$ cat config.mk
export PLATFORM = sky130hd
export DESIGN_NAME = vtg_pattern
export DESIGN_NICKNAME = d
export VERILOG_FILES = /design/src/rtl/vtg_pattern.sv
export SDC_FILE = /design/constraint.sdc
export NUM_CORES = 1
export LEC_CHECK = 0
export BUFFER_PORTS_ARGS = -buffer_cell sky130_fd_sc_hd__buf_2
export CORE_MARGIN = 8
export CORE_UTILIZATION = 55
export DETAILED_ROUTE_END_ITERATION = 7
export PLACE_DENSITY = 0.85
export SLEW_MARGIN = 20
export SYNTH_ARGS = -nofsm -noshare
export SYNTH_HDL_FRONTEND = slang
export SYNTH_SLANG_ARGS = --single-unit
$ cat constraint.sdc
create_clock -name clk -period 5.5 [get_ports clk]
set_input_delay 0.825 -clock clk [delete_from_list [all_inputs] [get_ports clk]]
set_output_delay 0.825 -clock clk [all_outputs]
set_load 0.02 [all_outputs]
$ cat src/rtl/vtg_pattern.sv
`default_nettype none
// ============================================================================
// Module   : vtg_pattern
// Purpose  : Video timing generator with bars / ramp / solid / checker output.
// Revision : 1.0 - initial release
// ============================================================================
module vtg_pattern #(
    parameter int PIXEL_WIDTH = 8,
    parameter int H_ACTIVE    = 1920,
    parameter int H_FP        = 88,
    parameter int H_SYNC      = 44,
    parameter int H_BP        = 148,
    parameter int V_ACTIVE    = 1080,
    parameter int V_FP        = 4,
    parameter int V_SYNC      = 5,
    parameter int V_BP        = 36,
    parameter int CHECK_LOG2  = 4
) (
    input  logic                       clk,
    input  logic                       rst,
    input  logic                       en,
    input  logic [1:0]                 pattern_sel,
    input  logic [PIXEL_WIDTH*3-1:0]   color_i,
    output logic [PIXEL_WIDTH*3-1:0]   do_o,
    output logic                       de_o,
    output logic                       hs_o,
    output logic                       vs_o,
    output logic                       sof_o,
    output logic                       busy_o
);

    localparam int c_H_TOTAL = H_ACTIVE + H_FP + H_SYNC + H_BP;
    localparam int c_V_TOTAL = V_ACTIVE + V_FP + V_SYNC + V_BP;
    localparam int c_HW      = $clog2(c_H_TOTAL + 1);
    localparam int c_VW      = $clog2(c_V_TOTAL + 1);
    localparam int c_BAR_W   = H_ACTIVE / 8;
    localparam int c_BW      = (c_BAR_W > 1) ? $clog2(c_BAR_W) : 1;

    localparam logic [c_HW-1:0] c_H_LAST   = c_HW'(c_H_TOTAL - 1);
    localparam logic [c_HW-1:0] c_H_ACT    = c_HW'(H_ACTIVE);
    localparam logic [c_HW-1:0] c_HS_START = c_HW'(H_ACTIVE + H_FP);
    localparam logic [c_HW-1:0] c_HS_END   = c_HW'(H_ACTIVE + H_FP + H_SYNC);
    localparam logic [c_HW-1:0] c_H_ONE    = c_HW'(1);
    localparam logic [c_VW-1:0] c_V_LAST   = c_VW'(c_V_TOTAL - 1);
    localparam logic [c_VW-1:0] c_V_ACT    = c_VW'(V_ACTIVE);
    localparam logic [c_VW-1:0] c_VS_START = c_VW'(V_ACTIVE + V_FP);
    localparam logic [c_VW-1:0] c_VS_END   = c_VW'(V_ACTIVE + V_FP + V_SYNC);
    localparam logic [c_VW-1:0] c_V_ONE    = c_VW'(1);
    localparam logic [c_BW-1:0] c_BAR_LAST = c_BW'(c_BAR_W - 1);
    localparam logic [c_BW-1:0] c_BAR_ONE  = c_BW'(1);

    localparam logic [0:0] c_IDLE = 1'b0;
    localparam logic [0:0] c_RUN  = 1'b1;

    logic [0:0]               state_q, state_d;
    logic [c_HW-1:0]          hcnt_q, hcnt_d;
    logic [c_VW-1:0]          vcnt_q, vcnt_d;
    logic [c_BW-1:0]          bar_cnt_q, bar_cnt_d;
    logic [2:0]               bar_idx_q, bar_idx_d;
    logic [1:0]               sel_q;
    logic [PIXEL_WIDTH*3-1:0] color_q;
    logic [PIXEL_WIDTH*3-1:0] do_q;
    logic                     de_q, hs_q, vs_q, sof_q, busy_q;

    logic                     w_run, w_sof_pos, w_de, w_hs, w_vs;
    logic                     w_hchk, w_vchk;
    logic [1:0]               w_sel;
    logic [PIXEL_WIDTH*3-1:0] w_color, w_pix;
    logic [PIXEL_WIDTH-1:0]   w_ramp;

    always_comb begin
        state_d = state_q;
        hcnt_d  = hcnt_q;
        vcnt_d  = vcnt_q;
        case (state_q)
            c_IDLE: begin
                hcnt_d = '0;
                vcnt_d = '0;
                if (en) state_d = c_RUN;
            end
            default: begin
                if (hcnt_q == c_H_LAST) begin
                    hcnt_d = '0;
                    if (vcnt_q == c_V_LAST) begin
                        vcnt_d = '0;
                        // Stop request only takes effect at the frame boundary.
                        if (!en) state_d = c_IDLE;
                    end else begin
                        vcnt_d = vcnt_q + c_V_ONE;
                    end
                end else begin
                    hcnt_d = hcnt_q + c_H_ONE;
                end
            end
        endcase
    end

    // Bar index tracks hcnt / c_BAR_W incrementally, restarting with each line.
    always_comb begin
        bar_cnt_d = bar_cnt_q;
        bar_idx_d = bar_idx_q;
        if (hcnt_d == '0) begin
            bar_cnt_d = '0;
            bar_idx_d = '0;
        end else if (bar_cnt_q == c_BAR_LAST) begin
            bar_cnt_d = '0;
            bar_idx_d = bar_idx_q + 3'd1;
        end else begin
            bar_cnt_d = bar_cnt_q + c_BAR_ONE;
        end
    end

    always_ff @(posedge clk) begin
        if (rst) begin
            state_q   <= c_IDLE;
            hcnt_q    <= '0;
            vcnt_q    <= '0;
            bar_cnt_q <= '0;
            bar_idx_q <= '0;
        end else begin
            state_q   <= state_d;
            hcnt_q    <= hcnt_d;
            vcnt_q    <= vcnt_d;
            bar_cnt_q <= bar_cnt_d;
            bar_idx_q <= bar_idx_d;
        end
    end

    generate
        if (PIXEL_WIDTH <= c_HW) begin : g_ramp_slice
            assign w_ramp = hcnt_q[PIXEL_WIDTH-1:0];
        end else begin : g_ramp_pad
            assign w_ramp = {{(PIXEL_WIDTH - c_HW){1'b0}}, hcnt_q};
        end
        if (CHECK_LOG2 < c_HW) begin : g_hchk_bit
            assign w_hchk = hcnt_q[CHECK_LOG2];
        end else begin : g_hchk_zero
            assign w_hchk = 1'b0;
        end
        if (CHECK_LOG2 < c_VW) begin : g_vchk_bit
            assign w_vchk = vcnt_q[CHECK_LOG2];
        end else begin : g_vchk_zero
            assign w_vchk = 1'b0;
        end
    endgenerate

    assign w_run     = (state_q == c_RUN);
    assign w_sof_pos = w_run && (hcnt_q == '0) && (vcnt_q == '0);
    assign w_de      = (hcnt_q < c_H_ACT) && (vcnt_q < c_V_ACT);
    assign w_hs      = (hcnt_q >= c_HS_START) && (hcnt_q < c_HS_END);
    assign w_vs      = (vcnt_q >= c_VS_START) && (vcnt_q < c_VS_END);
    // First pixel of a frame uses the live selection, which is latched at the same time.
    assign w_sel     = w_sof_pos ? pattern_sel : sel_q;
    assign w_color   = w_sof_pos ? color_i : color_q;

    always_comb begin
        w_pix = '0;
        case (w_sel)
            2'd0:    w_pix = {{PIXEL_WIDTH{~bar_idx_q[0]}},
                              {PIXEL_WIDTH{~bar_idx_q[2]}},
                              {PIXEL_WIDTH{~bar_idx_q[1]}}};
            2'd1:    w_pix = {3{w_ramp}};
            2'd2:    w_pix = w_color;
            default: w_pix = {(3*PIXEL_WIDTH){~(w_hchk ^ w_vchk)}};
        endcase
    end

    always_ff @(posedge clk) begin
        if (rst) begin
            sel_q   <= '0;
            color_q <= '0;
            do_q    <= '0;
            de_q    <= 1'b0;
            hs_q    <= 1'b0;
            vs_q    <= 1'b0;
            sof_q   <= 1'b0;
            busy_q  <= 1'b0;
        end else begin
            if (w_sof_pos) begin
                sel_q   <= pattern_sel;
                color_q <= color_i;
            end
            do_q   <= (w_run && w_de) ? w_pix : '0;
            de_q   <= w_run && w_de;
            hs_q   <= w_run && w_hs;
            vs_q   <= w_run && w_vs;
            sof_q  <= w_sof_pos;
            busy_q <= w_run;
        end
    end

    assign do_o   = do_q;
    assign de_o   = de_q;
    assign hs_o   = hs_q;
    assign vs_o   = vs_q;
    assign sof_o  = sof_q;
    assign busy_o = busy_q;

endmodule
`default_nettype wire

# ---- Word-level counts from Yosys, hierarchy flattened
# Cells that the tools add are included.
dict set report totals {
  out_inout_bits 29
  memories 0
  ramBits 0
  wordCells 61
  in_bits 29
  register_bits 90
  latch_bits 0
  romBits 0
}
dict set report classes {
  order_cmp 6
  n_bitwise 7
  div_mod_pow 0
  n_mux 10
  mul 0
  eq_ne 5
  n_reduce_logical 16
  add_sub_neg 4
  shifts 0
}
# cell n
set op_table {}
lappend op_table {{24-bit one-hot mux with 3 select lines} 1}
lappend op_table {{12-bit logical NOT} 2}
lappend op_table {{12-bit 2-to-1 mux} 2}
lappend op_table {{24-bit 2-to-1 mux} 1}
lappend op_table {{11-bit < comparator (second input constant)} 2}
lappend op_table {{12-bit by 1-bit adder with 12-bit output (second input constant)} 1}
lappend op_table {{12-bit equality test (second input constant)} 1}
lappend op_table {{12-bit by 11-bit greater-or-equal comparator with 1-bit output (second input constant)} 1}
lappend op_table {{12-bit by 11-bit < comparator with 1-bit output (second input constant)} 1}
lappend op_table {{12-bit < comparator (second input constant)} 1}
lappend op_table {{11-bit by 1-bit adder with 11-bit output (second input constant)} 1}
lappend op_table {{11-bit equality test (second input constant)} 1}
lappend op_table {{11-bit greater-or-equal comparator (second input constant)} 1}
lappend op_table {{11-bit logical NOT} 1}
lappend op_table {{11-bit 2-to-1 mux} 1}
lappend op_table {{8-bit by 1-bit adder with 8-bit output (second input constant)} 1}
lappend op_table {{8-bit equality test (second input constant)} 1}
lappend op_table {{1-bit logical AND} 8}
lappend op_table {{1-bit NOT} 6}
lappend op_table {{2-bit OR reduction} 3}
lappend op_table {{1-bit 2-to-1 mux} 4}
lappend op_table {{3-bit by 1-bit adder with 3-bit output (second input constant)} 1}
lappend op_table {{3-bit OR reduction} 1}
lappend op_table {{2-bit by 1-bit equality test with 1-bit output (second input constant)} 1}
lappend op_table {{other kinds (4)} 4}

# ---- Longest topological paths before layout
# Gate-level depths: netlist of the first run.
dict set report depth {
  depth_word 6
  ltp_mapped 9
  mapped_depth_nobuf 6
}

# ---- Least setup slack after synthesis of the first run
# OpenSTA, ideal clock, no wires.
dict set report synth_path {
  path_type {reg-to-reg}
  start {register hcnt_q[4]}
  end {register do_q[0] (netlist: do_o[0])}
  path_stages_with_launch 9
  slack_ns 3.308
  path_buffers 3
  t_arrival_ns 2.061
  path_cell_list {dfxtp_1 -> clkbuf_1 -> nor3_1 -> nand3_1 -> or4b_1 -> buf_2 -> buf_2 -> a2111oi_0 -> nor3_1}
}
dict set report synth_between {
  elab_chain_cells 6
  elab_cells_between_ends 16
  classes_between {order compare (1); eq/ne (2); mux (3); bitwise (3); reduce/logical (7)}
}
# item line
set synth_rtl {}
lappend synth_rtl {{start: declaration} 56} ;# logic [c_HW-1:0] hcnt_q, hcnt_d;
lappend synth_rtl {{start signal: assignment} 122} ;# hcnt_q <= hcnt_d;
lappend synth_rtl {{branches (longest 6 deep; another with 12-bit by 11-bit < comparator with 1-bit output)} n/a}
lappend synth_rtl {{end signal: assignment} 183} ;# do_q <= (w_run && w_de) ? w_pix : '0;
lappend synth_rtl {{end: declaration} 62} ;# logic [PIXEL_WIDTH*3-1:0] do_q;
# Parallel ways; which one is timed is not known.
# A chain may end at the register's enable or synchronous reset.

# ---- Final worst setup path of the first run
dict set report layout_path {
  start {register hcnt_q[5]}
  end {register do_q[8] (netlist: do_o[8])}
}
# The elaborated chain is that of the path after synthesis.

==> run metrics, run 1 <==
outcome completed; r2r worst-path depth 6; P_int roughly 0.0011 W; NumNets Final 585; crit-path cells nor4_4 > nand3_1 > or4b_1 > buf_4 > a2111oi_0 > nor3_1; Clock Root Buffer clkbuf_8; # port buffers 57; Slowest-stage cell, CP or4b_1; Min-Delay Path Class register to register; total gr overflow 0; first-pass GRT wire length around 18000 microns; Worst R2R Start hcnt_q[5]; Hold Path Sink color_q[5]; DP HPWL 7316 microns; Clock Latency Late Sink 350 ps; I/O pin total between 50 and 60; routed vias 3903; Clock Pin Slew Worst Setup and Hold Paths 90 ps; P_sw 0.0003616 W; Primary FF master, synth dfxtp_1; Comb power frac 13.5%; DP Cell Count 640; Final period util between 40% and 50%; PostCTS Resize Cnt 0; Die Area 10730 sq um; initial core utilization between 50% and 60%; Final Max Slew Viols 0; pwr dens ~300 nW/um^2; number of remaining DRC errors 0; commonest non-fill, non-tap cell in the layout dfxtp_1; R2R Path End do_o[8]; Cell Area, Synth roughly 4200 sq um; Sw Share between 20% and 30%; FF+latch count, synth 90; layout cells sized above 1 between 10% and 20%; DRT Wirelength 10690 microns; Flop pwr share roughly 50%; TNS Setup 0 ps; largest net degree at the start of global routing 51; final hold violation count 0; Post-Layout Cell Count 657; peak supply drop 150.6 uV; CTS Sinks 90; Setup violations, final 0; Worst setup EP type register; setup slack, reg-to-reg between 2000 and 3000 ps; Syn Inst Count approximately 500; CTS Hold Bufs 0; Startpoint Class register; Worst-Margin Slew slightly above 1000 ps; HP Start color_q[5]; YS warnings 0; CTS tree done; H-tree depth 3; relative slew slack about a third; Worst EP arrival roughly 2700 ps; Hold Path Stages 2; achievable frequency 0.3991 GHz; Fill cells 609; Worst Path Required between 5000 and 6000 ps; Max Cap Viol 0; Synth async-reset ratio 0%; Clk network pwr share between 30% and 40%; Die Y 103.6 microns; RSZ-0062 raised after global routing false; post-synthesis average cell area between 8 and 9 sq um; die width between 100 and 150 microns; Clock Path Buffers 2; row cnt 32; DRT Pass-1 Iters 7; gr usage total 19.44%; vias in the first global route about 3700; Critical Path Max Stage Delay around 540 ps; Post-synth EDFFs 0; Vias/cell between 5 and 6; skew final around 6.3 ps; setup bufs post-CTS 0; initial antenna violation count 1; Layout area overhead 13.22%; commonest cells after routing, fill and taps aside dfxtp_1 (90), nand2_1 (81), a21oi_1 (78); CTS buffer count 9; sequential area share after synthesis between 40% and 50%; Final Critical Period about 2500 ps; post-synth net total between 500 and 600; gpl congestion roughly 0.94; WL per Instance ~16 microns; Critical Path Fanout Max 50; final antenna-violating net count 0; initial drt markers 356; worst setup path class register to register; core area about 7600 sq um; Lkg Pwr approximately 1.9 nW; Synth cell types 39
final cells by class:
cell class                 count  area (sq um)  share of cell area [%]
multi-input combinational    377          2250                   47.08
sequential                    90          1802                   37.71
timing repair buffer          61         315.3                   6.599
clock buffer                  12         145.1                   3.037
tap                          102         127.6                   2.671
clock inverter                 4         98.84                   2.069
inverter                      10         37.54                  0.7855
antenna                        1         2.502                 0.05237
state kept, by name, indices dropped and copies added, names as in the netlist, 2 cells and up:
name	cells
sel_q	2
vcnt_q	11
do_o	24
hcnt_q	12
color_q	24
bar_cnt_q	8
bar_idx_q	3
power by group through the flow:
stage | sequential, W | combinational, W | clock, W
after floorplan | 0.000729 | 0.000116 | 0
after global placement | 0.000711 | 0.000186 | 0
after detailed placement | 0.000712 | 0.000192 | 0
after CTS | 0.000697 | 0.000193 | 0.000545
after global routing | 0.000701 | 0.000212 | 0.000575
final | 0.000698 | 0.000193 | 0.000541
metrics by stage:
step	worst slack (ps)	instance area, sq um	total power, W	utilization [%]	hold WS, ps
after floorplan	3308	4220	0.0008455	-	429.2
after global placement	2843	4532	0.0008970	59.89	434.9
after detailed placement	2750	4532	0.0009040	59.89	444.5
after CTS	2757	4776	0.001434	63.11	456.6
after global routing	2807	4778	0.001488	63.14	464.7
final	2994	4778	0.001432	63.14	455.0
kinds of logic (layout without fill, tap and decap cells):
group / Yosys count / in the layout / synth area share (%)
AOI/OAI and AO/OA: 117 / 117 / 16.19
xor gates and xnor gates: 30 / 30 / 6.226
adders and majority gates: 7 / 7 / 2.075
buffers and inverters: 42 / 87 / 4.151
DFF: 90 / 90 / 42.69
muxes: 19 / 19 / 5.070
other: 0 / 1 / 0
and+or+nand+nor: 204 / 204 / 23.60
routing by layer:
layer | routed length (microns) | track usage, % | vias up
li1 | - | - | 1866
met1 | 4328 | 23.43 | 1829
met2 | 5237 | 31.76 | 177
met3 | 893 | 5.204 | 31
met4 | 230 | 8.395 | 0
met5 | 0 | 0 | -
worst max path at each step:
stage | slack, ps | start | cells after the start | end
finish | 2990 | hcnt_q[5] | 6 | do_o[8]
detailed placement | 2750 | rst | 5 | do_o[8]
global route | 2810 | hcnt_q[5] | 6 | do_o[0]
CTS | 2760 | vcnt_q[7] | 5 | state_q
floorplan | 3310 | hcnt_q[4] | 8 | do_o[0]
global placement | 2840 | rst | 5 | do_o[17]
synth_stat cells, types with 7 or more instances:
master	n	area, sq um
dfxtp_1	90	1802
nand2_1	81	304.0
a21oi_1	78	390.4
nor2_1	31	116.4
clkbuf_1	27	101.4
nand3_1	25	125.1
a21boi_0	18	135.1
xnor2_1	17	148.9
mux2_1	16	180.2
nor3_1	16	80.08
xor2_1	13	113.9
nand4_1	12	75.07
inv_1	10	37.54
ha_1	7	87.58
nor4_1	7	43.79
worst max-delay path: cells and delay by family (launching register included):
family | cells | cell delay (ps)
simple gates | 4 | 1190
flops | 1 | 400
buf+inv | 1 | 310
compound gates | 1 | 440
(Power assumes the default switching activity.)
==> inputs of run 2 (changes only) <==
--- a/config.mk
+++ b/config.mk
@@ -7,9 +7,9 @@
 export LEC_CHECK = 0
 export BUFFER_PORTS_ARGS = -buffer_cell sky130_fd_sc_hd__buf_2
 export CORE_MARGIN = 8
-export CORE_UTILIZATION = 55
+export CORE_UTILIZATION = 52
 export DETAILED_ROUTE_END_ITERATION = 7
-export PLACE_DENSITY = 0.85
+export PLACE_DENSITY = 0.84
 export SLEW_MARGIN = 20
 export SYNTH_ARGS = -nofsm -noshare
 export SYNTH_HDL_FRONTEND = slang
==> constraint.sdc (replaced) <==
create_clock -name clk -period 2.2 [get_ports clk]
set_input_delay 0.33 -clock clk [delete_from_list [all_inputs] [get_ports clk]]
set_output_delay 0.33 -clock clk [all_outputs]
set_load 0.02 [all_outputs]
==> run 2 against run 1 <==
Effect of this change:
- the run now ends with negative setup slack left
- non-clock buffer count is 41 higher
- worst setup slack worse by 3000 ps
- power grew to 2.5 times the previous value
- maximum frequency is 12% higher
- critical path depth stayed put
- first-iteration DRC count is 12% higher
- clock skew is 3.3 ps higher
- final area is 8.1% higher
- critical endpoint is now do_o[16]
- largest power group unchanged
- highest routed layer unchanged
==> run metrics, run 2 (same netlist as run 1, synthesis figures left out) <==
die width 106.1 microns (was 103.6 microns); HP Start color_i[22] (was color_q[5]); WL per Instance 17.05 microns (was 16.27 microns); CTS buffer count 9 (unchanged); final antenna-violating net count 0 (unchanged); achievable frequency 0.4474 GHz (was 0.3991 GHz); setup slack, reg-to-reg -40 ps (was 2990 ps); largest net degree at the start of global routing 34 (was 51); Final Critical Period 2235 ps (was 2506 ps); row cnt 33 (was 32); Final period util 101.6% (was 45.56%); skew final 9.559 ps (was 6.306 ps); relative slew slack 56.46% (was 31.61%); DRT Pass-1 Iters 5 (was 7); Worst setup EP type register (unchanged); gr usage total 20.26% (was 19.44%); Worst-Margin Slew 651.7 ps (was 1023 ps); commonest cells after routing, fill and taps aside dfxtp_1 (89), nand2_1 (81), a21oi_1 (78) (was dfxtp_1 (90), nand2_1 (81), a21oi_1 (78)); Hold Path Sink color_q[22] (was color_q[5]); Final Max Slew Viols 0 (unchanged); Comb power frac 16.0% (was 13.5%); routed vias 4084 (was 3903); Die Y 106.1 microns (was 103.6 microns); Slowest-stage cell, CP or4b_4 (was or4b_1); Lkg Pwr 2.117 nW (was 1.888 nW); Sw Share 27.02% (was 25.26%); P_int 0.002616 W (was 0.001070 W); initial core utilization 52.42% (was 55.77%); layout cells sized above 1 22.39% (was 14.62%); r2r worst-path depth 6 (unchanged); Critical Path Fanout Max 17 (was 50); initial antenna violation count 0 (was 1); Post-Layout Cell Count 699 (was 657); DP HPWL 8035 microns (was 7316 microns); crit-path cells nor3b_1 > nand3b_1 > or4b_4 > buf_12 > a2111oi_1 > nor3_1 (was nor4_4 > nand3_1 > or4b_1 > buf_4 > a2111oi_0 > nor3_1); number of remaining DRC errors 0 (unchanged); DP Cell Count 680 (was 640); Hold Path Stages 3 (was 2); NumNets Final 626 (was 585); Layout area overhead 22.41% (was 13.22%); Clock Latency Late Sink 360 ps (was 350 ps); # port buffers 57 (unchanged); Worst EP arrival 2470 ps (was 2700 ps); Die Area 11260 sq um (was 10730 sq um); first-pass GRT wire length 18840 microns (was 17610 microns); I/O pin total 58 (unchanged); RSZ-0062 raised after global routing true (was false); outcome finished, violations left (was completed); Antenna diodes 0 (was 1); Critical Path Max Stage Delay 610 ps (was 540 ps); core area 8051 sq um (was 7567 sq um); worst setup path class register to register (unchanged); setup ws final -35.06 ps (was 2994 ps); Worst Path Required 2440 ps (was 5700 ps); commonest non-fill, non-tap cell in the layout dfxtp_1 (unchanged); Setup violations, final 1 (was 0); gpl congestion 0.9342 (was 0.9374); peak supply drop 318.3 uV (was 150.6 uV); total gr overflow 0 (unchanged); CTS Sinks 90 (unchanged); Min-Delay Path Class input port to register (was register to register); Worst R2R Start state_q (was hcnt_q[5]); Startpoint Class register (unchanged); CTS tree done (unchanged); failing checks negative setup slack; Clk network pwr share 35.5% (was 37.8%); vias in the first global route 4008 (was 3651); H-tree depth 3 (unchanged); TNS Setup -35.06 ps (was 0 ps); Max Cap Viol 0 (unchanged); Clock Root Buffer clkbuf_8 (unchanged); Clock Pin Slew Worst Setup and Hold Paths 90 ps (about the same); P_sw 0.0009684 W (was 0.0003616 W); Flop pwr share 48.6% (was 48.7%); CTS Hold Bufs 0 (unchanged); Vias/cell 5.843 (was 5.941); Clock Path Buffers 2 (unchanged); initial drt markers 398 (was 356); final hold violation count 0 (unchanged); R2R Path End do_o[16] (was do_o[8]); pwr dens 693.8 nW/um^2 (was 299.6 nW/um^2); DRT Wirelength 11920 microns (was 10690 microns)
[run 2: cell count changes in the layout (fill, tap and decap cells not counted), sizes merged]
cell / before / now
buf: 61 / 101
bufinv: 3 / 2
clkbuf: 12 / 11
clkinvlp: 0 / 1
diode: 1 / 0
inv: 10 / 11
[run 2: critical path, delay by kind of cell (launching register included)]
kind	cells	cell delay, ps
and+or+nand+nor	4	1180
AOI/OAI and AO/OA	1	410
DFF	1	340
buffers and inverters	1	190
[run 2: layout make-up]
cell class                 instances  area (sq um)
tap                              105         131.4
timing repair buffer             102         669.4
multi-input combinational        377          2300
fill                             617          2885
sequential                        90          1803
inverter                          10         37.54
clock buffer                      10         137.6
clock inverter                     5         87.58
[run 2: per-layer routing]
layer / up-vias / part of all wire, % / track usage, %
met1: 1902 / 40 / 23.63
met5: - / 0 / 0
li1: 1945 / - / -
met4: 0 / 2.8 / 9.146
met2: 200 / 49 / 34.45
met3: 37 / 8.2 / 4.900
[run 2: worst max-delay path by stage]
stage / start / end / slack, ps
2_1_floorplan: hcnt_q[4] / do_o[0] / 8
3_3_place_gp: hcnt_q[5] / do_o[14] / 10
3_5_place_dp: hcnt_q[5] / do_o[0] / -120
4_1_cts: hcnt_q[10] / do_o[22] / 20
5_1_grt: state_q / do_o[16] / -120
6_report: state_q / do_o[16] / -40
[run 2: power by group through the flow]
stage | logic (W) | clock network (W) | registers [W]
floorplan | 0.000290 | 0 | 0.00182
global placement | 0.000513 | 0 | 0.00177
detailed placement | 0.000533 | 0 | 0.00178
CTS | 0.000541 | 0.00127 | 0.00174
global route | 0.000618 | 0.00135 | 0.00175
finish | 0.000572 | 0.00127 | 0.00174
[run 2: per-stage QoR]
step	instance area [sq um]	hold slack, ps	total power, W	utilization [%]	setup slack (ps)
finish	5166	213.2	0.003585	64.16	-35.06
global route	5166	216.7	0.003713	64.16	-117.0
CTS	5087	211.9	0.003548	63.19	19.19
detailed placement	4838	442.3	0.002310	60.09	-115.1
global placement	4838	434.9	0.002287	60.09	14.95
floorplan	4220	429.2	0.002114	-	8.485
[run 2: what timing repair did]
| item | 4_1_cts | 5_1_grt |
|---|---|---|
| gates resized for setup | 5 | 12 |
| cloned | 0 | 1 |
| buffers inserted | 1 | 2 |
| hold endpoints to repair | 0 | 0 |
| pin swaps | 2 | 1 |
| endpoints found under the setup margin | 23 | 20 |
==> inputs of run 3 (changes only) <==
--- a/config.mk
+++ b/config.mk
@@ -6,6 +6,7 @@
 export NUM_CORES = 1
 export LEC_CHECK = 0
 export BUFFER_PORTS_ARGS = -buffer_cell sky130_fd_sc_hd__buf_2
+export CORE_ASPECT_RATIO = 1.25
 export CORE_MARGIN = 8
 export CORE_UTILIZATION = 52
 export DETAILED_ROUTE_END_ITERATION = 7
==> run 3 against run 2 <==
Effect of this change:
- the flow now finishes without violations
- combinational power is 2% lower
- maximum frequency is 6.8% higher
- clock power is 22% lower
- critical path depth is 1 higher
- global-route usage is 0.18 points lower
- worst setup slack better by 140 ps
- hold slack worse by 14 ps
- clock skew is 1.6 ps higher
- critical path type unchanged
- final cell count is 1.3% lower
- via count hardly changed
- die area is 0.15% higher
==> run metrics, run 3 (same netlist as run 1, synthesis figures left out) <==
I/O pin total 58 (unchanged); Clock Latency Late Sink 370 ps (was 360 ps); CTS buffer count 9 (unchanged); Clk network pwr share 30.0% (was 35.5%); row cnt 36 (was 33); DRT Wirelength 11560 microns (was 11920 microns); Max Cap Viol 0 (unchanged); worst setup path class register to register (unchanged); Min-Delay Path Class input port to register (unchanged); largest net degree at the start of global routing 51 (was 34); DRT Pass-1 Iters 7 (was 5); Setup violations, final 0 (was 1); fin area 5069 sq um (was 5166 sq um); Clock Path Buffers 2 (unchanged); initial antenna violation count 0 (unchanged); achievable frequency 0.4777 GHz (was 0.4474 GHz); total gr overflow 0 (unchanged); peak supply drop 503.8 uV (was 318.3 uV); Final period util 95.16% (was 101.6%); layout cells sized above 1 21.34% (was 22.39%); Clock Root Buffer clkbuf_8 (unchanged); first-pass GRT wire length 18230 microns (was 18840 microns); Flop pwr share 52.9% (was 48.6%); gr usage total 20.08% (was 20.26%); Sw Share 28.70% (was 27.02%); Critical Path Fanout Max 25 (was 17); Vias/cell 5.913 (was 5.843); skew final 11.14 ps (was 9.559 ps); CTS tree done (unchanged); number of remaining DRC errors 0 (unchanged); final hold violation count 0 (unchanged); NumNets Final 626 (unchanged); vias in the first global route 3912 (was 4008); H-tree depth 3 (unchanged); DP HPWL 7956 microns (was 8035 microns); Die Area 11270 sq um (was 11260 sq um); commonest cells after routing, fill and taps aside dfxtp_1 (90), nand2_1 (81), a21oi_1 (78) (was dfxtp_1 (89), nand2_1 (81), a21oi_1 (78)); Final Max Slew Viols 0 (unchanged); Hold WS 199.0 ps (was 213.2 ps); Final Critical Period 2094 ps (was 2235 ps); Layout area overhead 20.10% (was 22.41%); Antenna diodes 0 (unchanged); P_sw 0.0009444 W (was 0.0009684 W); outcome completed (was finished, violations left); routed vias 4080 (was 4084); Comb power frac 17.1% (was 16.0%); Worst EP arrival 2380 ps (was 2470 ps); final antenna-violating net count 0 (unchanged); pwr dens 649.1 nW/um^2 (was 693.8 nW/um^2); # port buffers 57 (unchanged); commonest non-fill, non-tap cell in the layout dfxtp_1 (unchanged); area of the multi-input gates 2275 sq um (was 2300 sq um); Seq. cell area 1802 sq um (was 1803 sq um); Lkg Pwr 2.081 nW (was 2.117 nW); initial drt markers 216 (was 398); Startpoint Class register (unchanged); gpl congestion 0.9369 (was 0.9342); DP Area 4833 sq um (was 4838 sq um); WL per Instance 16.75 microns (was 17.05 microns); initial core utilization 53.85% (was 52.42%); Clock Pin Slew Worst Setup and Hold Paths 90 ps (about the same); Worst setup EP type register (unchanged); CTS Sinks 90 (unchanged); Fill cells 657 (was 617); die width 96.58 microns (was 106.1 microns); core area 7838 sq um (was 8051 sq um); P_int 0.002346 W (was 0.002616 W); Worst Path Required 2490 ps (was 2440 ps); Die Y 116.7 microns (was 106.1 microns); Worst-Margin Slew 527.2 ps (was 651.7 ps); relative slew slack 64.78% (was 56.46%)
run 3: changes by cell type in the layout (fill, tap and decap cells not counted), moves of 2 or more:
cell and change:
bufinv_16 -2, a2111oi_0 +3, a2111oi_2 -3, clkinv_2 +3, clkbuf_1 +2
run 3: power groups by stage:
stage	clock network [W]	registers (W)	logic, W
floorplan	0	0.00182	0.000290
global placement	0	0.00177	0.000511
detailed placement	0	0.00178	0.000529
CTS	0.000991	0.00174	0.000530
global route	0.00106	0.00175	0.000611
finish	0.000987	0.00174	0.000562
run 3: critical path: stages (launching register included):
cell	delay [ps]
dfxtp_1	360
inv_1	120
ha_1	170
nand3b_1	110
or4b_4	570
buf_16	190
mux2_1	330
a21oi_1	160
run 3: metrics by stage:
| step | cells | TNS [ps] | utilization, % | setup slack, ps | power, W |
|---|---|---|---|---|---|
| floorplan | 509 | 0 | - | 8.485 | 0.002114 |
| global placement | 671 | 0 | 61.67 | 31.92 | 0.002285 |
| detailed placement | 671 | 0 | 61.67 | 15.82 | 0.002307 |
| CTS | 687 | 0 | 63.75 | 12.11 | 0.003262 |
| global route | 690 | -48.85 | 64.67 | -48.85 | 0.003420 |
| finish | 690 | 0 | 64.67 | 106.4 | 0.003290 |
run 3: per-layer routing:
metal	share of wire, %	global-route usage [%]	vias to the layer above
met4	2.3	8.704	0
met2	51	34.99	162
met1	40	23.42	1952
met5	0	0	-
met3	6.9	3.151	27
li1	-	-	1939
run 3: final cells by class:
class / instances / area share (%)
Multi-Input combinational cell: 377 / 44.88
Sequential cell: 90 / 35.55
Timing Repair Buffer: 102 / 13.28
Clock buffer: 11 / 2.592
Tap cell: 95 / 2.345
Inverter: 10 / 0.7406
Clock inverter: 5 / 0.6171
run 3: worst paths after layout:
kind                             startpoint           to  slack [ps]  depth (start not counted)
worst max-delay path              hcnt_q[0]     do_o[19]         110                          7
worst min-delay path                     en      state_q         200                          3
worst max register to register    hcnt_q[0]     do_o[19]         110                          7
worst min register to register  color_q[12]  color_q[12]         460                          2
run 3: timing repair:
item,CTS,global route
buffers inserted,0,2
hold buffers,0,0
endpoints found under the setup margin,0,35
gates resized for setup,0,9
